### src/rtl/fifo_pkg.sv
// Shared helpers for the single-clock FIFO: width derivation and parameter validation.
// Latency: none (elaboration-time functions only).
// Backpressure: not applicable.
package fifo_pkg;

    // Ceiling log2 for elaboration-time width derivation; clog2_f(1) == 0.
    function automatic int clog2_f(input int n);
        int r;
        r = 0;
        for (int v = 1; v < n; v = v << 1) begin
            r++;
        end
        return r;
    endfunction

    // Pointer width: binary pointers that wrap naturally at DEPTH.
    function automatic int ptr_w_f(input int depth);
        return clog2_f(depth);
    endfunction

    // Count width: one extra bit so that the value DEPTH (full) is representable.
    function automatic int cnt_w_f(input int depth);
        return clog2_f(depth) + 1;
    endfunction

    function automatic bit is_pow2_f(input int n);
        return (n > 0) && ((n & (n - 1)) == 0);
    endfunction

    // Validates the full parameter set, including both threshold ranges.
    function automatic bit params_ok_f(input int width, input int depth,
                                       input int af_thresh, input int ae_thresh);
        return (width >= 1) && (depth >= 4) && is_pow2_f(depth) &&
               (af_thresh >= 1) && (af_thresh <= depth) &&
               (ae_thresh >= 0) && (ae_thresh <= depth - 1);
    endfunction

endpackage

### src/rtl/sync_fifo_param_if.sv
// Bundle of the FIFO write/read handshake, data and status signals.
// Latency: none (wiring only).
// Backpressure: master watches full_o/empty_o; rejected requests raise overflow_o/underflow_o.
// Ports: master drives wr_en_i, wr_data_i, rd_en_i; slave (the FIFO) drives the rest.
interface sync_fifo_param_if
    import fifo_pkg::*;
#(
    parameter int WIDTH = 8,
    parameter int DEPTH = 32
);
    localparam int CNT_W = cnt_w_f(DEPTH);

    logic             wr_en_i;
    logic [WIDTH-1:0] wr_data_i;
    logic             rd_en_i;
    logic [WIDTH-1:0] rd_data_o;
    logic             rd_valid_o;
    logic             full_o;
    logic             empty_o;
    logic             almost_full_o;
    logic             almost_empty_o;
    logic [CNT_W-1:0] count_o;
    logic             overflow_o;
    logic             underflow_o;

    modport master (
        output wr_en_i, wr_data_i, rd_en_i,
        input  rd_data_o, rd_valid_o, full_o, empty_o, almost_full_o,
               almost_empty_o, count_o, overflow_o, underflow_o
    );

    modport slave (
        input  wr_en_i, wr_data_i, rd_en_i,
        output rd_data_o, rd_valid_o, full_o, empty_o, almost_full_o,
               almost_empty_o, count_o, overflow_o, underflow_o
    );
endinterface

### src/rtl/fifo_mem_sp.sv
// WIDTH x DEPTH register array, one write port and one registered read port.
// Latency: read data appears one cycle after the read-enable edge; writes land at the edge.
// Backpressure: none; the caller only issues legal accesses.
// Ports: clk_i/rst_i, write (wr_en, wr_addr, wr_data), read (rd_en, rd_addr, rd_data).
module fifo_mem_sp
    import fifo_pkg::*;
#(
    parameter int WIDTH  = 8,
    parameter int DEPTH  = 32,
    parameter int ADDR_W = clog2_f(DEPTH)
) (
    input  logic              clk_i,
    input  logic              rst_i,
    input  logic              wr_en,
    input  logic [ADDR_W-1:0] wr_addr,
    input  logic [WIDTH-1:0]  wr_data,
    input  logic              rd_en,
    input  logic [ADDR_W-1:0] rd_addr,
    output logic [WIDTH-1:0]  rd_data
);
    logic [WIDTH-1:0] mem [DEPTH];

    // Storage is deliberately not reset so this can map onto a vendor RAM.
    always_ff @(posedge clk_i) begin
        if (wr_en) begin
            mem[wr_addr] <= wr_data;
        end
    end

    // Output register clears on reset and holds between reads. On a same-address
    // read and write the old word is returned (read-before-write).
    always_ff @(posedge clk_i) begin
        if (rst_i) begin
            rd_data <= '0;
        end else if (rd_en) begin
            rd_data <= mem[rd_addr];
        end
    end
endmodule

### src/rtl/sync_fifo_param.sv
// Single-clock parametrised FIFO with fill count, almost thresholds and error pulses.
// Latency: one cycle from an accepted read to rd_data_o/rd_valid_o; no write-to-read bypass.
// Backpressure: a write at full is accepted only with a concurrent read; rejected ops pulse overflow_o/underflow_o.
// Ports: clk_i, rst_i (sync, active-high), bus (sync_fifo_param_if.slave).
module sync_fifo_param
    import fifo_pkg::*;
#(
    parameter int WIDTH     = 8,
    parameter int DEPTH     = 32,
    parameter int AF_THRESH = 28,
    parameter int AE_THRESH = 4
) (
    input  logic                clk_i,
    input  logic                rst_i,
    sync_fifo_param_if.slave    bus
);
    localparam int PTR_W = ptr_w_f(DEPTH);
    localparam int CNT_W = cnt_w_f(DEPTH);

    localparam logic [CNT_W-1:0] DEPTH_C = CNT_W'(DEPTH);
    localparam logic [CNT_W-1:0] AF_C    = CNT_W'(AF_THRESH);
    localparam logic [CNT_W-1:0] AE_C    = CNT_W'(AE_THRESH);

    if (!params_ok_f(WIDTH, DEPTH, AF_THRESH, AE_THRESH)) begin : g_bad_params
        $error("sync_fifo_param: illegal parameters (DEPTH must be a power of two >= 4, thresholds in range)");
    end

    logic [PTR_W-1:0] wr_ptr_q;
    logic [PTR_W-1:0] rd_ptr_q;
    logic [CNT_W-1:0] count_q;
    logic             rd_valid_q;
    logic             overflow_q;
    logic             underflow_q;

    logic full;
    logic empty;
    logic rd_accept;
    logic wr_accept;

    // Flags decode the registered count only, so no input reaches an output combinationally.
    assign full  = (count_q == DEPTH_C);
    assign empty = (count_q == '0);

    // At full, a concurrent read frees the slot the write uses. At empty the read
    // is rejected even with a concurrent write (no bypass).
    assign rd_accept = bus.rd_en_i && !empty;
    assign wr_accept = bus.wr_en_i && (!full || rd_accept);

    always_ff @(posedge clk_i) begin
        if (rst_i) begin
            wr_ptr_q    <= '0;
            rd_ptr_q    <= '0;
            count_q     <= '0;
            rd_valid_q  <= 1'b0;
            overflow_q  <= 1'b0;
            underflow_q <= 1'b0;
        end else begin
            if (wr_accept) begin
                wr_ptr_q <= wr_ptr_q + PTR_W'(1);
            end
            if (rd_accept) begin
                rd_ptr_q <= rd_ptr_q + PTR_W'(1);
            end
            if (wr_accept && !rd_accept) begin
                count_q <= count_q + CNT_W'(1);
            end else if (rd_accept && !wr_accept) begin
                count_q <= count_q - CNT_W'(1);
            end
            rd_valid_q  <= rd_accept;
            overflow_q  <= bus.wr_en_i && !wr_accept;
            underflow_q <= bus.rd_en_i && !rd_accept;
        end
    end

    // Reset gates both ports so a concurrent request cannot touch memory or the read register.
    fifo_mem_sp #(
        .WIDTH (WIDTH),
        .DEPTH (DEPTH),
        .ADDR_W(PTR_W)
    ) u_mem (
        .clk_i  (clk_i),
        .rst_i  (rst_i),
        .wr_en  (wr_accept && !rst_i),
        .wr_addr(wr_ptr_q),
        .wr_data(bus.wr_data_i),
        .rd_en  (rd_accept && !rst_i),
        .rd_addr(rd_ptr_q),
        .rd_data(bus.rd_data_o)
    );

    assign bus.rd_valid_o     = rd_valid_q;
    assign bus.full_o         = full;
    assign bus.empty_o        = empty;
    assign bus.almost_full_o  = (count_q >= AF_C);
    assign bus.almost_empty_o = (count_q <= AE_C);
    assign bus.count_o        = count_q;
    assign bus.overflow_o     = overflow_q;
    assign bus.underflow_o    = underflow_q;
endmodule
### src/flat_wrapper.sv
// flat-port wrapper written by rule: the top's interface ports become plain ports
module sync_fifo_param_flat import fifo_pkg::*;
#(
    parameter int WIDTH     = 8,
    parameter int DEPTH     = 32,
    parameter int AF_THRESH = 28,
    parameter int AE_THRESH = 4
)
  (clk_i, rst_i, bus_wr_en_i, bus_wr_data_i, bus_rd_en_i, bus_rd_data_o, bus_rd_valid_o, bus_full_o, bus_empty_o, bus_almost_full_o, bus_almost_empty_o, bus_count_o, bus_overflow_o, bus_underflow_o);
  sync_fifo_param_if #(.WIDTH(WIDTH), .DEPTH(DEPTH)) bus_i ();
  input  logic clk_i;
  input  logic rst_i;
  input wire logic [$bits(bus_i.wr_en_i)-1:0] bus_wr_en_i;
  input wire logic [$bits(bus_i.wr_data_i)-1:0] bus_wr_data_i;
  input wire logic [$bits(bus_i.rd_en_i)-1:0] bus_rd_en_i;
  output wire logic [$bits(bus_i.rd_data_o)-1:0] bus_rd_data_o;
  output wire logic [$bits(bus_i.rd_valid_o)-1:0] bus_rd_valid_o;
  output wire logic [$bits(bus_i.full_o)-1:0] bus_full_o;
  output wire logic [$bits(bus_i.empty_o)-1:0] bus_empty_o;
  output wire logic [$bits(bus_i.almost_full_o)-1:0] bus_almost_full_o;
  output wire logic [$bits(bus_i.almost_empty_o)-1:0] bus_almost_empty_o;
  output wire logic [$bits(bus_i.count_o)-1:0] bus_count_o;
  output wire logic [$bits(bus_i.overflow_o)-1:0] bus_overflow_o;
  output wire logic [$bits(bus_i.underflow_o)-1:0] bus_underflow_o;
  assign bus_i.wr_en_i = bus_wr_en_i;
  assign bus_i.wr_data_i = bus_wr_data_i;
  assign bus_i.rd_en_i = bus_rd_en_i;
  assign bus_rd_data_o = bus_i.rd_data_o;
  assign bus_rd_valid_o = bus_i.rd_valid_o;
  assign bus_full_o = bus_i.full_o;
  assign bus_empty_o = bus_i.empty_o;
  assign bus_almost_full_o = bus_i.almost_full_o;
  assign bus_almost_empty_o = bus_i.almost_empty_o;
  assign bus_count_o = bus_i.count_o;
  assign bus_overflow_o = bus_i.overflow_o;
  assign bus_underflow_o = bus_i.underflow_o;
  sync_fifo_param #(.WIDTH(WIDTH), .DEPTH(DEPTH), .AF_THRESH(AF_THRESH), .AE_THRESH(AE_THRESH)) u_core (.clk_i(clk_i), .rst_i(rst_i), .bus(bus_i));
endmodule
### config.mk
export PLATFORM = sky130hd
export DESIGN_NAME = sync_fifo_param_flat
export DESIGN_NICKNAME = d
export VERILOG_FILES = /design/src/rtl/fifo_pkg.sv /design/src/rtl/sync_fifo_param_if.sv /design/src/rtl/fifo_mem_sp.sv /design/src/rtl/sync_fifo_param.sv /design/src/flat_wrapper.sv
export SDC_FILE = /design/constraint.sdc
export NUM_CORES = 1
export LEC_CHECK = 0
export ABC_AREA = 1
export CORE_MARGIN = 3
export CORE_UTILIZATION = 50
export CTS_CLUSTER_DIAMETER = 60
export DETAILED_ROUTE_END_ITERATION = 12
export DONT_BUFFER_PORTS = 1
export PLACE_DENSITY = 0.63
export SYNTH_ARGS = -nofsm -noshare
export SYNTH_HDL_FRONTEND = slang
export SYNTH_SLANG_ARGS = --single-unit
### constraint.sdc
create_clock -name clk_i -period 3.1 [get_ports clk_i]
set_input_delay 0.31 -clock clk_i [delete_from_list [all_inputs] [get_ports clk_i]]
set_output_delay 0.31 -clock clk_i [all_outputs]
set_load 0.01 [all_outputs]
Word-level counts from Yosys, hierarchy flattened --
Memories as Yosys holds them, arrays and structs flattened. A register that Yosys moved wholly into a read port is not among the register bits. Index checks and enable logic that the tools add are counted.
Storage, ports and cells: register bits 19, RAM bits 256, input bits 12, output and inout bits 21, logic and storage cells 34, memories kept 1
Cells by class: add/sub/neg operators 4, $lt $le $gt $ge 2, equal/unequal tests 1, multiplexer cells 4, reduce and logical (&&, ||, !) cells 16
Memory list:
- u_core.u_mem.mem | depth 32, bits a word 8, read ports 1, clocked after memory_dff 1, write ports 1, RTL line fifo_mem_sp.sv:21 | logic [WIDTH-1:0] mem [DEPTH];
Operators with widths (number):
- 2-to-1 mux 6 bit | 2
- adder 5 x 1 -> 5 bit, second input constant | 2
- logical AND 1 bit | 8
- adder 6 x 1 -> 6 bit, second input constant | 1
- equality test 6 bit, second input constant | 1
- >= comparator 6 x 5 -> 1 bit, second input constant | 1
- <= comparator 6 x 3 -> 1 bit, second input constant | 1
- zero test 6 bit | 1
- subtractor 6 x 1 -> 6 bit, second input constant | 1
- zero test 1 bit | 5
- 2-to-1 mux 1 bit | 2
- nonzero test 2 bit | 1
- logical OR 1 bit | 1

Depth between registers and ports, before layout --
Gate-level depths: netlist (run 1).
word-level depth 9, mapped depth 17, gate-level depth less buffers 17

Hierarchy --
Synthesis (run 1) repeated with hierarchy kept, for this count alone.
Unflattened totals: cells, all modules 1076, area total of the unflattened synthesis 11913.9 sq um
By module, submodules not included:
- fifo_mem_sp | times used 1, cells an instance 924, area an instance 10790.3 sq um, sequential area each 7847.5 sq um
- sync_fifo_param | times used 1, cells an instance 152, area an instance 1123.6 sq um, sequential area each 380.4 sq um

Worst setup path before layout (run 1) --
No wires, ideal clock.
path kind register to register, start point reg u_core.count_q[0], in the netlist u_core.bus.count_o[0], end point reg u_core.count_q[3], in the netlist u_core.bus.count_o[3], library setup time 0.116 ns, arrival 2.310 ns, required time 2.984 ns, slack 0.675 ns, cell stages (with the launch flop) 15, path buffers 1, period minus slack after synthesis 2.425 ns, cells stage by stage dfxtp_1 nor2_1 nand2_1 nor2_1 nand2_2 nand2_2 buf_2 ha_1 inv_1 ha_1 a21oi_1 nand2_1 xor2_1 o21ai_0 inv_1
Between the ends: cells in the longest elaborated chain, start to end 8, elaborated cells between the ends (all ways) 16
RTL lines:
- from (decl) | RTL line sync_fifo_param.sv:30 | logic [CNT_W-1:0] count_q;
- from (signal assigned) | RTL line sync_fifo_param.sv:65 | count_q <= count_q + CNT_W'(1);
- from (signal assigned) | RTL line sync_fifo_param.sv:67 | count_q <= count_q - CNT_W'(1);
- branches (longest 8 deep; another with subtractor 6 x 1 -> 6 bit)
Several ways; the timed one is not identified. The select of a mux whose other input is x is not followed. A chain may end at the register's enable or synchronous reset.

Worst setup path after layout (run 1) --
start point reg u_core.count_q[1], in the netlist u_core.bus.count_o[1], end point reg u_core.count_q[3], in the netlist u_core.bus.count_o[3]
Same word-level chain as after synthesis.

==> report_table.html, run 1 <==
<table>
<tr><th>Metric</th><th>Value</th></tr>
<tr><th colspan="2">Global route</th></tr>
<tr><td>Overall Global Routing Usage</td><td>around 22%</td></tr>
<tr><td>First-pass GRT wire length</td><td>around 45 mm</td></tr>
<tr><td>Maximum number of pins on one net before global-route repair</td><td>84</td></tr>
<tr><td>Met2 demand-to-capacity share in global routing</td><td>34.5%</td></tr>
<tr><td>Busiest layer in global routing</td><td>met2</td></tr>
<tr><td>Via count of the first global-routing pass</td><td>7867</td></tr>
<tr><td>Met1 Resource Use GR</td><td>32.7%</td></tr>
<tr><td>Number of antenna violations at the first check in global routing</td><td>0</td></tr>
<tr><td>Total congestion overflow</td><td>0</td></tr>
<tr><td>Met3 global-route usage</td><td>4.18%</td></tr>
<tr><th colspan="2">Routing</th></tr>
<tr><td>Vias after detailed routing</td><td>8199</td></tr>
<tr><td>Remaining antenna violation count after routing</td><td>0</td></tr>
<tr><td>Overall routed net length</td><td>29.1 mm</td></tr>
<tr><td>Length of the first detailed-routing pass in iterations</td><td>6</td></tr>
<tr><td>Mean number of vias per cell</td><td>between 5 and 6</td></tr>
<tr><td>Routed wire per std cell</td><td>19.0 um</td></tr>
<tr><td>Initial DRC count</td><td>823</td></tr>
<tr><td>Remaining DRCs</td><td>0</td></tr>
<tr><th colspan="2">CTS</th></tr>
<tr><td>TritonCTS Sinks</td><td>approximately 280</td></tr>
<tr><td>Number of CTS-inserted buffers</td><td>31</td></tr>
<tr><td>CTS H-tree lvls</td><td>1</td></tr>
<tr><td>Worst-path clk slew</td><td>0.06 ns</td></tr>
<tr><td>Number of buffers inserted to repair setup after CTS</td><td>0</td></tr>
<tr><td>TritonCTS clock tree</td><td>yes</td></tr>
<tr><td>Number of gates resized after CTS</td><td>0</td></tr>
<tr><td>Worst skew pair latency</td><td>0.56 ns</td></tr>
<tr><td>Cts hold-fix bufs</td><td>11</td></tr>
<tr><td>Root buf cell</td><td>sky130_fd_sc_hd__clkbuf_16</td></tr>
<tr><td>Clock buffer depth</td><td>3</td></tr>
<tr><th colspan="2">Placement</th></tr>
<tr><td>Total placed cells including tap cells</td><td>1462</td></tr>
<tr><td>Number of port buffers</td><td>0</td></tr>
<tr><td>Gpl congestion</td><td>between 0.8 and 0.9</td></tr>
<tr><td>HPWL after DPL</td><td>17.4 mm</td></tr>
<tr><th colspan="2">Timing</th></tr>
<tr><td>Maximum achievable frequency</td><td>366 MHz</td></tr>
<tr><td>Max-slew violations</td><td>0</td></tr>
<tr><td>Share of the cycle needed by the critical path after routing</td><td>88.2%</td></tr>
<tr><td>Number of endpoints with negative hold slack in the final report</td><td>0</td></tr>
<tr><td>Sum Neg Setup Slack</td><td>0 ns</td></tr>
<tr><td>RSZ-0062 raised after global routing</td><td>false</td></tr>
<tr><td>Setup-failing EPs final</td><td>0</td></tr>
<tr><td>Minimum clock period</td><td>2.73 ns</td></tr>
<tr><td>Actual transition at the worst max-transition pin</td><td>0.779 ns</td></tr>
<tr><td>Maximum clock skew at final layout</td><td>a little under 0.008 ns</td></tr>
<tr><td>Worst slew margin</td><td>48.1%</td></tr>
<tr><th colspan="2">Cells and area</th></tr>
<tr><td>Layout overhead on the synthesized area</td><td>11.5%</td></tr>
<tr><td>Total Nets Final</td><td>1210</td></tr>
<tr><td>Fraction of final layout cells with drive strength greater than 1</td><td>approximately 6.4%</td></tr>
<tr><td>Non-filler instance count after layout</td><td>roughly 1500</td></tr>
<tr><td>FILL cells</td><td>~2000</td></tr>
<tr><td>Antenna diode instance count</td><td>0</td></tr>
<tr><th colspan="2">Run status</th></tr>
<tr><td>Status</td><td>complete, no violations</td></tr>
<tr><th colspan="2">Synthesis</th></tr>
<tr><td>Cell types with the largest area share after synthesis</td><td>sky130_fd_sc_hd__edfxtp_1 63%, sky130_fd_sc_hd__nand2_1 11%, sky130_fd_sc_hd__nand3_1 6.7%</td></tr>
<tr><td>Sequential share of the synthesized area</td><td>67.4%</td></tr>
<tr><td>Asr flop ratio synth</td><td>0%</td></tr>
<tr><td>Predominant post-synthesis flop cell</td><td>sky130_fd_sc_hd__edfxtp_1</td></tr>
<tr><td>Gate count after technology mapping</td><td>1189</td></tr>
<tr><td>Post-synthesis mux area share</td><td>0%</td></tr>
<tr><td>Simple-gate share of the synthesized area</td><td>between 20% and 30%</td></tr>
<tr><td>Xor and xnor fraction of the mapped netlist area</td><td>less than 1%</td></tr>
<tr><td>Distinct cells, synth</td><td>30</td></tr>
<tr><td>Portion of synthesized cell area occupied by the leading cell type</td><td>63.0%</td></tr>
<tr><td>Number of nets produced by synthesis</td><td>1212</td></tr>
<tr><td>Yosys reg bits</td><td>283</td></tr>
<tr><td>Library cell with the largest summed area after synthesis</td><td>sky130_fd_sc_hd__edfxtp_1</td></tr>
<tr><td>Top post-synthesis cells by count</td><td>365 x sky130_fd_sc_hd__nand2_1, 256 x sky130_fd_sc_hd__edfxtp_1, 164 x sky130_fd_sc_hd__nand3_1</td></tr>
<tr><td>Summed instance area of the synthesized netlist</td><td>12200 sq um</td></tr>
<tr><td>Compound-gate portion of the synthesized area</td><td>2.72%</td></tr>
<tr><td>Avg Cell Area, Syn</td><td>10.3 sq um</td></tr>
<tr><td>Dominant combinational cell family by area after synthesis</td><td>simple AND/OR/NAND/NOR gates</td></tr>
<tr><td>Number of flops mapped to enable cells by yosys</td><td>256</td></tr>
<tr><td>Yosys warning count</td><td>0</td></tr>
<tr><td>Most frequently used cell type in the post-synthesis netlist</td><td>sky130_fd_sc_hd__nand2_1</td></tr>
<tr><td>Arithmetic-cell share of the synthesized area counting full adders, half adders and majority gates</td><td>1.19%</td></tr>
<tr><th colspan="2">Floorplanning</th></tr>
<tr><td>Starting utilization of the core area</td><td>51.4%</td></tr>
<tr><td>Count of standard-cell rows</td><td>56</td></tr>
<tr><td>Placeable core region</td><td>about 24000 sq um</td></tr>
<tr><td>Die footprint</td><td>26300 sq um</td></tr>
<tr><td>Die outline width</td><td>between 150 and 200 um</td></tr>
<tr><td>Count of pins on the block boundary</td><td>33</td></tr>
<tr><td>Height of the die</td><td>162 um</td></tr>
<tr><th colspan="2">Power</th></tr>
<tr><td>Worst IR drop on VDD</td><td>roughly 0.47 mV</td></tr>
<tr><td>Leakage</td><td>5.38 nW</td></tr>
<tr><td>Ratio of total power to cell area</td><td>733 nW/um^2</td></tr>
<tr><th colspan="2">Setup path</th></tr>
<tr><td>Launch instance of the worst register-to-register path</td><td>u_core.bus.count_o[1]</td></tr>
<tr><td>Kind of end point of the critical path</td><td>flip-flop</td></tr>
<tr><td>Setup Crit Path Kind</td><td>flip-flop to flip-flop</td></tr>
<tr><td>Kind of start point of the critical path</td><td>flip-flop</td></tr>
<tr><td>Setup slack, reg-to-reg</td><td>0.37 ns</td></tr>
<tr><td>Critical Path RT</td><td>3.56 ns</td></tr>
<tr><td>Capture point of the worst reg-to-reg path</td><td>u_core.bus.count_o[3]</td></tr>
<tr><td>Critical-path maximum fanout</td><td>13</td></tr>
<tr><td>Length in cells of the worst reg-to-reg path</td><td>14</td></tr>
<tr><td>Data arrival time at the worst-slack endpoint</td><td>3.19 ns</td></tr>
<tr><th colspan="2">Min path</th></tr>
<tr><td>Worst hold path cell count</td><td>4</td></tr>
<tr><td>Launch point of the worst hold path</td><td>bus_rd_en_i</td></tr>
<tr><td>Kind of path behind the tightest hold check</td><td>primary input to flip-flop</td></tr>
<tr><td>Worst-case hold path end point</td><td>u_core.wr_ptr_q[2]</td></tr>
<tr><th colspan="2">Flow run</th></tr>
<tr><td>Max-Cap Viols</td><td>0</td></tr>
</table>
[per-stage QoR]
| step | setup WS, ns | instance area, sq um | util, % | hold WS (ns) | power [mW] |
|---|---|---|---|---|---|
| 6_report | 0.367 | 13600 | 57.3 | 0.0445 | 9.98 |
| 3_3_place_gp | 0.453 | 12500 | 52.4 | 0.383 | 6.42 |
| 3_5_place_dp | 0.401 | 12500 | 52.4 | 0.384 | 6.45 |
| 5_1_grt | 0.0480 | 13600 | 57.3 | 0.0651 | 10.5 |
| 2_1_floorplan | 0.675 | 12200 | - | 0.409 | 5.92 |
| 4_1_cts | 0.394 | 13600 | 57.3 | 0.0273 | 10.0 |
[routing by layer]
| layer | vias up | wire (um) |
|---|---|---|
| li1 | 3932 | - |
| met1 | 3899 | 12800 |
| met2 | 303 | 13100 |
| met3 | 65 | 2320 |
| met4 | 0 | 893 |
| met5 | - | 0 |
[state kept, by name (all words and copies together) (netlist names)]
name	cells
u_core.bus.count_o	6
u_core.bus.overflow_o	1
u_core.bus.rd_valid_o	1
u_core.bus.underflow_o	1
u_core.rd_ptr_q	5
u_core.u_mem.mem	256
u_core.u_mem.rd_data	8
u_core.wr_ptr_q	5
[power by group]
| part | switching, mW | internal [mW] | total [mW] |
|---|---|---|---|
| Combinational | 1.45 | 0.638 | 2.09 |
| Clock | 1.45 | 2.05 | 3.49 |
| Sequential | 0.149 | 4.25 | 4.40 |
| Total | 3.04 | 6.94 | 9.98 |
[cells by family (layout without fill, tap and decap cells)]
group / count (synthesis) / count (layout)
compound gates: 63 / 63
xor+xnor: 7 / 7
fa+ha+maj: 11 / 11
buf+inv: 189 / 209
flops: 283 / 283
simple gates: 636 / 636
[final cells by class]
| type | count | area (sq um) | share of cell area (%) |
|---|---|---|---|
| Sequential cell | 283 | 8230 | 60.5 |
| Clock inverter | 15 | 141 | 1.04 |
| Tap cell | 319 | 399 | 2.93 |
| Timing Repair Buffer | 21 | 303 | 2.22 |
| Multi-Input combinational cell | 717 | 3210 | 23.6 |
| Inverter | 133 | 500 | 3.68 |
| Clock buffer | 40 | 830 | 6.09 |
[cell usage in the layout (no fill, tap or decap), drive strengths merged]
cell type / n
clkinv: 16
buf: 18
dfxtp: 27
bufinv: 2
inv: 129
clkinvlp: 1
xnor2: 2
o31ai: 1
a21oi: 39
nor4: 1
nand4: 1
nor3: 3
dlygate4sd3: 3
xor2: 5
fa: 1
clkbuf: 40
a21o: 1
o21ai: 19
o211ai: 1
nor2: 94
a31oi: 1
o2111ai: 1
ha: 10
nand3: 164
nand2: 373
edfxtp: 256
[worst max path at each step]
stage	cells past startpoint	slack, ns	end	startpoint
final	14	0.37	u_core.bus.count_o[3]	u_core.bus.count_o[1]
after global routing	14	0.05	u_core.bus.count_o[3]	u_core.bus.count_o[1]
after CTS	14	0.39	u_core.bus.count_o[3]	u_core.bus.count_o[1]
after detailed placement	14	0.40	u_core.bus.count_o[3]	u_core.bus.count_o[1]
after global placement	12	0.45	u_core.bus.count_o[3]	u_core.bus.count_o[1]
after floorplan	14	0.67	u_core.bus.count_o[3]	u_core.bus.count_o[0]
[worst max-delay path: stages, from the launching register on]
cell and delay, ns:
sky130_fd_sc_hd__dfxtp_1 0.39, sky130_fd_sc_hd__nor2_1 0.18, sky130_fd_sc_hd__nand2_1 0.13, sky130_fd_sc_hd__nor2_1 0.13, sky130_fd_sc_hd__nand2_2 0.09, sky130_fd_sc_hd__nand2_2 0.08
sky130_fd_sc_hd__buf_4 0.21, sky130_fd_sc_hd__ha_1 0.21, sky130_fd_sc_hd__inv_1 0.12, sky130_fd_sc_hd__ha_1 0.37, sky130_fd_sc_hd__a21oi_1 0.27, sky130_fd_sc_hd__nand2_1 0.10
sky130_fd_sc_hd__xor2_1 0.15, sky130_fd_sc_hd__o21ai_0 0.15, sky130_fd_sc_hd__inv_1 0.05
No activity file was read; power rests on OpenSTA's default activity.
==> run 2, diff against run 1 <==
--- a/config.mk
+++ b/config.mk
@@ -5,7 +5,7 @@
 export SDC_FILE = /design/constraint.sdc
 export NUM_CORES = 1
 export LEC_CHECK = 0
-export ABC_AREA = 1
+export ABC_AREA = 0
 export CORE_MARGIN = 3
 export CORE_UTILIZATION = 50
 export CTS_CLUSTER_DIAMETER = 60
==> run 2 against run 1 <==
Compared with the run above: clock-buffer cell count fell by 6; register-to-register slack got worse by 0.28 ns; clock power fell by 5.7%; critical endpoint is now u_core.bus.count_o[5].
==> report_table.html, run 2 <==
<table>
<tr><th>Metric</th><th>Value</th></tr>
<tr><th colspan="2">Setup path</th></tr>
<tr><td>Kind of end point of the critical path</td><td>flip-flop</td></tr>
<tr><td>Setup slack, reg-to-reg</td><td>0.08 ns (-0.28 ns)</td></tr>
<tr><td>Kind of start point of the critical path</td><td>flip-flop</td></tr>
<tr><td>Critical-path maximum fanout</td><td>5 (-8)</td></tr>
<tr><td>Critical Path RT</td><td>3.53 ns (-0.03 ns)</td></tr>
<tr><td>Setup Crit Path Kind</td><td>flip-flop to flip-flop</td></tr>
<tr><td>Data arrival time at the worst-slack endpoint</td><td>3.45 ns (+0.26 ns)</td></tr>
<tr><th colspan="2">Power</th></tr>
<tr><td>Overall Power</td><td>9.70 mW (-2.8%)</td></tr>
<tr><td>Leakage</td><td>4.10 nW (-24%)</td></tr>
<tr><td>Worst IR drop on VDD</td><td>0.556 mV (+18%)</td></tr>
<tr><td>Ratio of total power to cell area</td><td>758 nW/um^2 (+3.5%)</td></tr>
<tr><th colspan="2">Synthesis</th></tr>
<tr><td>Library cell with the largest summed area after synthesis</td><td>sky130_fd_sc_hd__edfxtp_1</td></tr>
<tr><td>Number of flops mapped to enable cells by yosys</td><td>256 (unchanged)</td></tr>
<tr><td>Summed instance area of the synthesized netlist</td><td>11200 sq um (-7.9%)</td></tr>
<tr><td>Portion of synthesized cell area occupied by the leading cell type</td><td>68.4% (+5.4 points)</td></tr>
<tr><td>Distinct cells, synth</td><td>52 (+73%)</td></tr>
<tr><td>Avg Cell Area, Syn</td><td>18.7 sq um (+82%)</td></tr>
<tr><td>Predominant post-synthesis flop cell</td><td>sky130_fd_sc_hd__edfxtp_1</td></tr>
<tr><td>Most frequently used cell type in the post-synthesis netlist</td><td>sky130_fd_sc_hd__edfxtp_1</td></tr>
<tr><td>Yosys warning count</td><td>0 (unchanged)</td></tr>
<tr><td>Asr flop ratio synth</td><td>0% (unchanged)</td></tr>
<tr><td>Gate count after technology mapping</td><td>601 (-49%)</td></tr>
<tr><td>Cell types with the largest area share after synthesis</td><td>sky130_fd_sc_hd__edfxtp_1 68%, sky130_fd_sc_hd__mux4_2 9.6%, sky130_fd_sc_hd__dfxtp_1 4.8%</td></tr>
<tr><td>Top post-synthesis cells by count</td><td>256 x sky130_fd_sc_hd__edfxtp_1, 53 x sky130_fd_sc_hd__nor2_1, 48 x sky130_fd_sc_hd__mux4_2</td></tr>
<tr><td>Sequential share of the synthesized area</td><td>73.2% (+5.8 points)</td></tr>
<tr><td>Yosys reg bits</td><td>283 (unchanged)</td></tr>
<tr><td>Number of nets produced by synthesis</td><td>624 (-49%)</td></tr>
<tr><th colspan="2">Placement</th></tr>
<tr><td>HPWL after DPL</td><td>14.4 mm (-18%)</td></tr>
<tr><td>Gpl congestion</td><td>0.809 (-9.7%)</td></tr>
<tr><td>Number of port buffers</td><td>0 (unchanged)</td></tr>
<tr><td>Cell area after placement</td><td>11600 sq um (-7.1%)</td></tr>
<tr><th colspan="2">Floorplanning</th></tr>
<tr><td>Die outline width</td><td>156 um (-3.9%)</td></tr>
<tr><td>Starting utilization of the core area</td><td>51.2% (-0.22 points)</td></tr>
<tr><td>Height of the die</td><td>156 um (-3.9%)</td></tr>
<tr><td>Count of pins on the block boundary</td><td>33 (unchanged)</td></tr>
<tr><td>Count of standard-cell rows</td><td>54 (-3.6%)</td></tr>
<tr><td>Placeable core region</td><td>22000 sq um (-7.6%)</td></tr>
<tr><td>Die footprint</td><td>24300 sq um (-7.6%)</td></tr>
<tr><th colspan="2">Global route</th></tr>
<tr><td>Number of antenna violations at the first check in global routing</td><td>2 (+2)</td></tr>
<tr><td>Overall Global Routing Usage</td><td>19.7% (-2.8 points)</td></tr>
<tr><td>Via count of the first global-routing pass</td><td>5887 (-25%)</td></tr>
<tr><td>First-pass GRT wire length</td><td>36.2 mm (-20%)</td></tr>
<tr><td>Total congestion overflow</td><td>0 (unchanged)</td></tr>
<tr><td>Maximum number of pins on one net before global-route repair</td><td>33 (-61%)</td></tr>
<tr><th colspan="2">Cells and area</th></tr>
<tr><td>Layout overhead on the synthesized area</td><td>13.8%</td></tr>
<tr><td>Total Nets Final</td><td>663 (-45%)</td></tr>
<tr><td>Final design instance area without fill</td><td>12800 sq um (-6.0%)</td></tr>
<tr><td>Register bank with the most flops</td><td>u_core.u_mem.mem</td></tr>
<tr><td>Fraction of final layout cells with drive strength greater than 1</td><td>24.6% (+18 points)</td></tr>
<tr><td>Most common cell after layout, fill and taps aside</td><td>sky130_fd_sc_hd__edfxtp_1</td></tr>
<tr><td>Max reg flops</td><td>256 (unchanged)</td></tr>
<tr><td>Most used cells in the layout excluding fill and tap cells</td><td>256 x sky130_fd_sc_hd__edfxtp_1, 53 x sky130_fd_sc_hd__nor2_1, 48 x sky130_fd_sc_hd__mux4_2</td></tr>
<tr><th colspan="2">Routing</th></tr>
<tr><td>Vias after detailed routing</td><td>5692 (-31%)</td></tr>
<tr><td>Remaining DRCs</td><td>0 (unchanged)</td></tr>
<tr><td>Routed wire per std cell</td><td>25.0 um (+31%)</td></tr>
<tr><td>Length of the first detailed-routing pass in iterations</td><td>5 (-1)</td></tr>
<tr><td>Mean number of vias per cell</td><td>6.04 (+12%)</td></tr>
<tr><td>Remaining antenna violation count after routing</td><td>0 (unchanged)</td></tr>
<tr><td>Initial DRC count</td><td>448 (-46%)</td></tr>
<tr><td>Overall routed net length</td><td>23.6 mm (-19%)</td></tr>
<tr><th colspan="2">CTS</th></tr>
<tr><td>Root buf cell</td><td>sky130_fd_sc_hd__clkbuf_16</td></tr>
<tr><td>CTS H-tree lvls</td><td>1 (unchanged)</td></tr>
<tr><td>Number of CTS-inserted buffers</td><td>28 (-9.7%)</td></tr>
<tr><td>Clock buffer depth</td><td>3 (unchanged)</td></tr>
<tr><td>TritonCTS Sinks</td><td>283 (unchanged)</td></tr>
<tr><td>Worst-path clk slew</td><td>0.06 ns (about the same)</td></tr>
<tr><td>TritonCTS clock tree</td><td>yes</td></tr>
<tr><td>Worst skew pair latency</td><td>0.54 ns (-0.02 ns)</td></tr>
<tr><th colspan="2">Min path</th></tr>
<tr><td>Kind of path behind the tightest hold check</td><td>primary input to flip-flop</td></tr>
<tr><th colspan="2">Timing</th></tr>
<tr><td>Minimum clock period</td><td>3.02 ns (+0.284 ns)</td></tr>
<tr><td>Actual transition at the worst max-transition pin</td><td>1.27 ns (+0.495 ns)</td></tr>
<tr><td>Share of the cycle needed by the critical path after routing</td><td>97.3% (+9.2 points)</td></tr>
<tr><td>Maximum achievable frequency</td><td>332 MHz (-9.4%)</td></tr>
<tr><td>Number of endpoints with negative hold slack in the final report</td><td>0 (unchanged)</td></tr>
<tr><td>Setup-failing EPs final</td><td>0 (unchanged)</td></tr>
<tr><td>Max-slew violations</td><td>0 (unchanged)</td></tr>
<tr><td>Maximum clock skew at final layout</td><td>0.0189 ns (+0.0110 ns)</td></tr>
<tr><td>Worst slew margin</td><td>14.9% (-33 points)</td></tr>
<tr><th colspan="2">Flow run</th></tr>
<tr><td>Max-Cap Viols</td><td>0 (unchanged)</td></tr>
<tr><th colspan="2">Run status</th></tr>
<tr><td>Status</td><td>complete, no violations</td></tr>
</table>
run 2: stage by stage:
stage / hold WS (ns) / TNS [ns] / setup WS (ns) / utilization, % / instances
floorplan: 0.409 / 0 / 0.00233 / - / 601
global placement: 0.382 / 0 / 0.0642 / 52.7 / 873
detailed placement: 0.381 / -0.0113 / -0.0113 / 52.7 / 873
CTS: 0.0221 / 0 / 0.0489 / 57.6 / 936
global route: 0.0579 / -0.00225 / -0.00225 / 58.3 / 943
finish: 0.0491 / 0 / 0.0835 / 58.3 / 943
run 2: where the power goes:
group / internal, mW / total (mW) / leakage (nW) / switching (mW)
combinational: 0.991 / 2.00 / 1.12 / 1.01
clock: 1.90 / 3.29 / 0.450 / 1.40
sequential: 4.26 / 4.41 / 2.53 / 0.152
run 2: critical path, cell delays in order (launching register included):
cell and delay (ns):
sky130_fd_sc_hd__dfxtp_2 0.32, sky130_fd_sc_hd__or4_4 0.54, sky130_fd_sc_hd__or4_4 0.56, sky130_fd_sc_hd__nand2_4 0.11, sky130_fd_sc_hd__inv_6 0.05, sky130_fd_sc_hd__ha_4 0.16, sky130_fd_sc_hd__inv_2 0.07, sky130_fd_sc_hd__ha_4 0.19
sky130_fd_sc_hd__a21o_2 0.20, sky130_fd_sc_hd__a21oi_4 0.14, sky130_fd_sc_hd__nand4b_1 0.13, sky130_fd_sc_hd__nand4_1 0.12, sky130_fd_sc_hd__mux2_4 0.31
run 2: repair_timing:
| item | CTS | global route |
|---|---|---|
| setup buffers | 0 | 6 |
| setup endpoints to repair | 1 | 2 |
| pin swaps | 0 | 7 |
| hold buffers | 11 | 0 |
| gates resized for setup | 1 | 14 |
| hold endpoints to repair | 274 | 0 |
run 2: per-layer routing:
metal	GRT usage, %	part of all wire, %	vias up
met5	0	0	-
met4	7.06	3.3	0
met3	3.97	6.6	49
met2	29.7	46	194
met1	28.9	44	2940
li1	-	-	2509
run 2: path summary, 6_finish.rpt:
path,start,end,cells after the start
min,rst_i,u_core.u_mem.rd_data[6],3
min reg2reg,u_core.wr_ptr_q[1],u_core.wr_ptr_q[1],2
max,u_core.bus.count_o[4],u_core.bus.count_o[5],12
max reg2reg,u_core.bus.count_o[4],u_core.bus.count_o[5],12
run 2: area by class of cell:
class | instances | area, sq um
antenna | 1 | 2.50
clock buffer | 34 | 753
clock inverter | 18 | 158
fill | 1578 | 9170
inverter | 8 | 35.0
multi-input combinational | 281 | 2870
sequential | 283 | 8230
tap | 280 | 350
timing repair buffer | 38 | 387
run 2: kinds of logic (layout without fill, tap and decap cells):
| family | Yosys count | after routing | synth area share (%) |
|---|---|---|---|
| AO/OA/AOI/OAI | 72 | 72 | 4.95 |
| XOR/XNOR | 11 | 11 | 0.857 |
| adder cells (fa/ha/maj) | 11 | 11 | 1.29 |
| buffers and inverters | 37 | 98 | 1.98 |
| flip-flops | 283 | 283 | 73.2 |
| multiplexers | 85 | 85 | 13.1 |
| other | 0 | 1 | 0 |
| AND/OR/NAND/NOR | 102 | 102 | 4.65 |
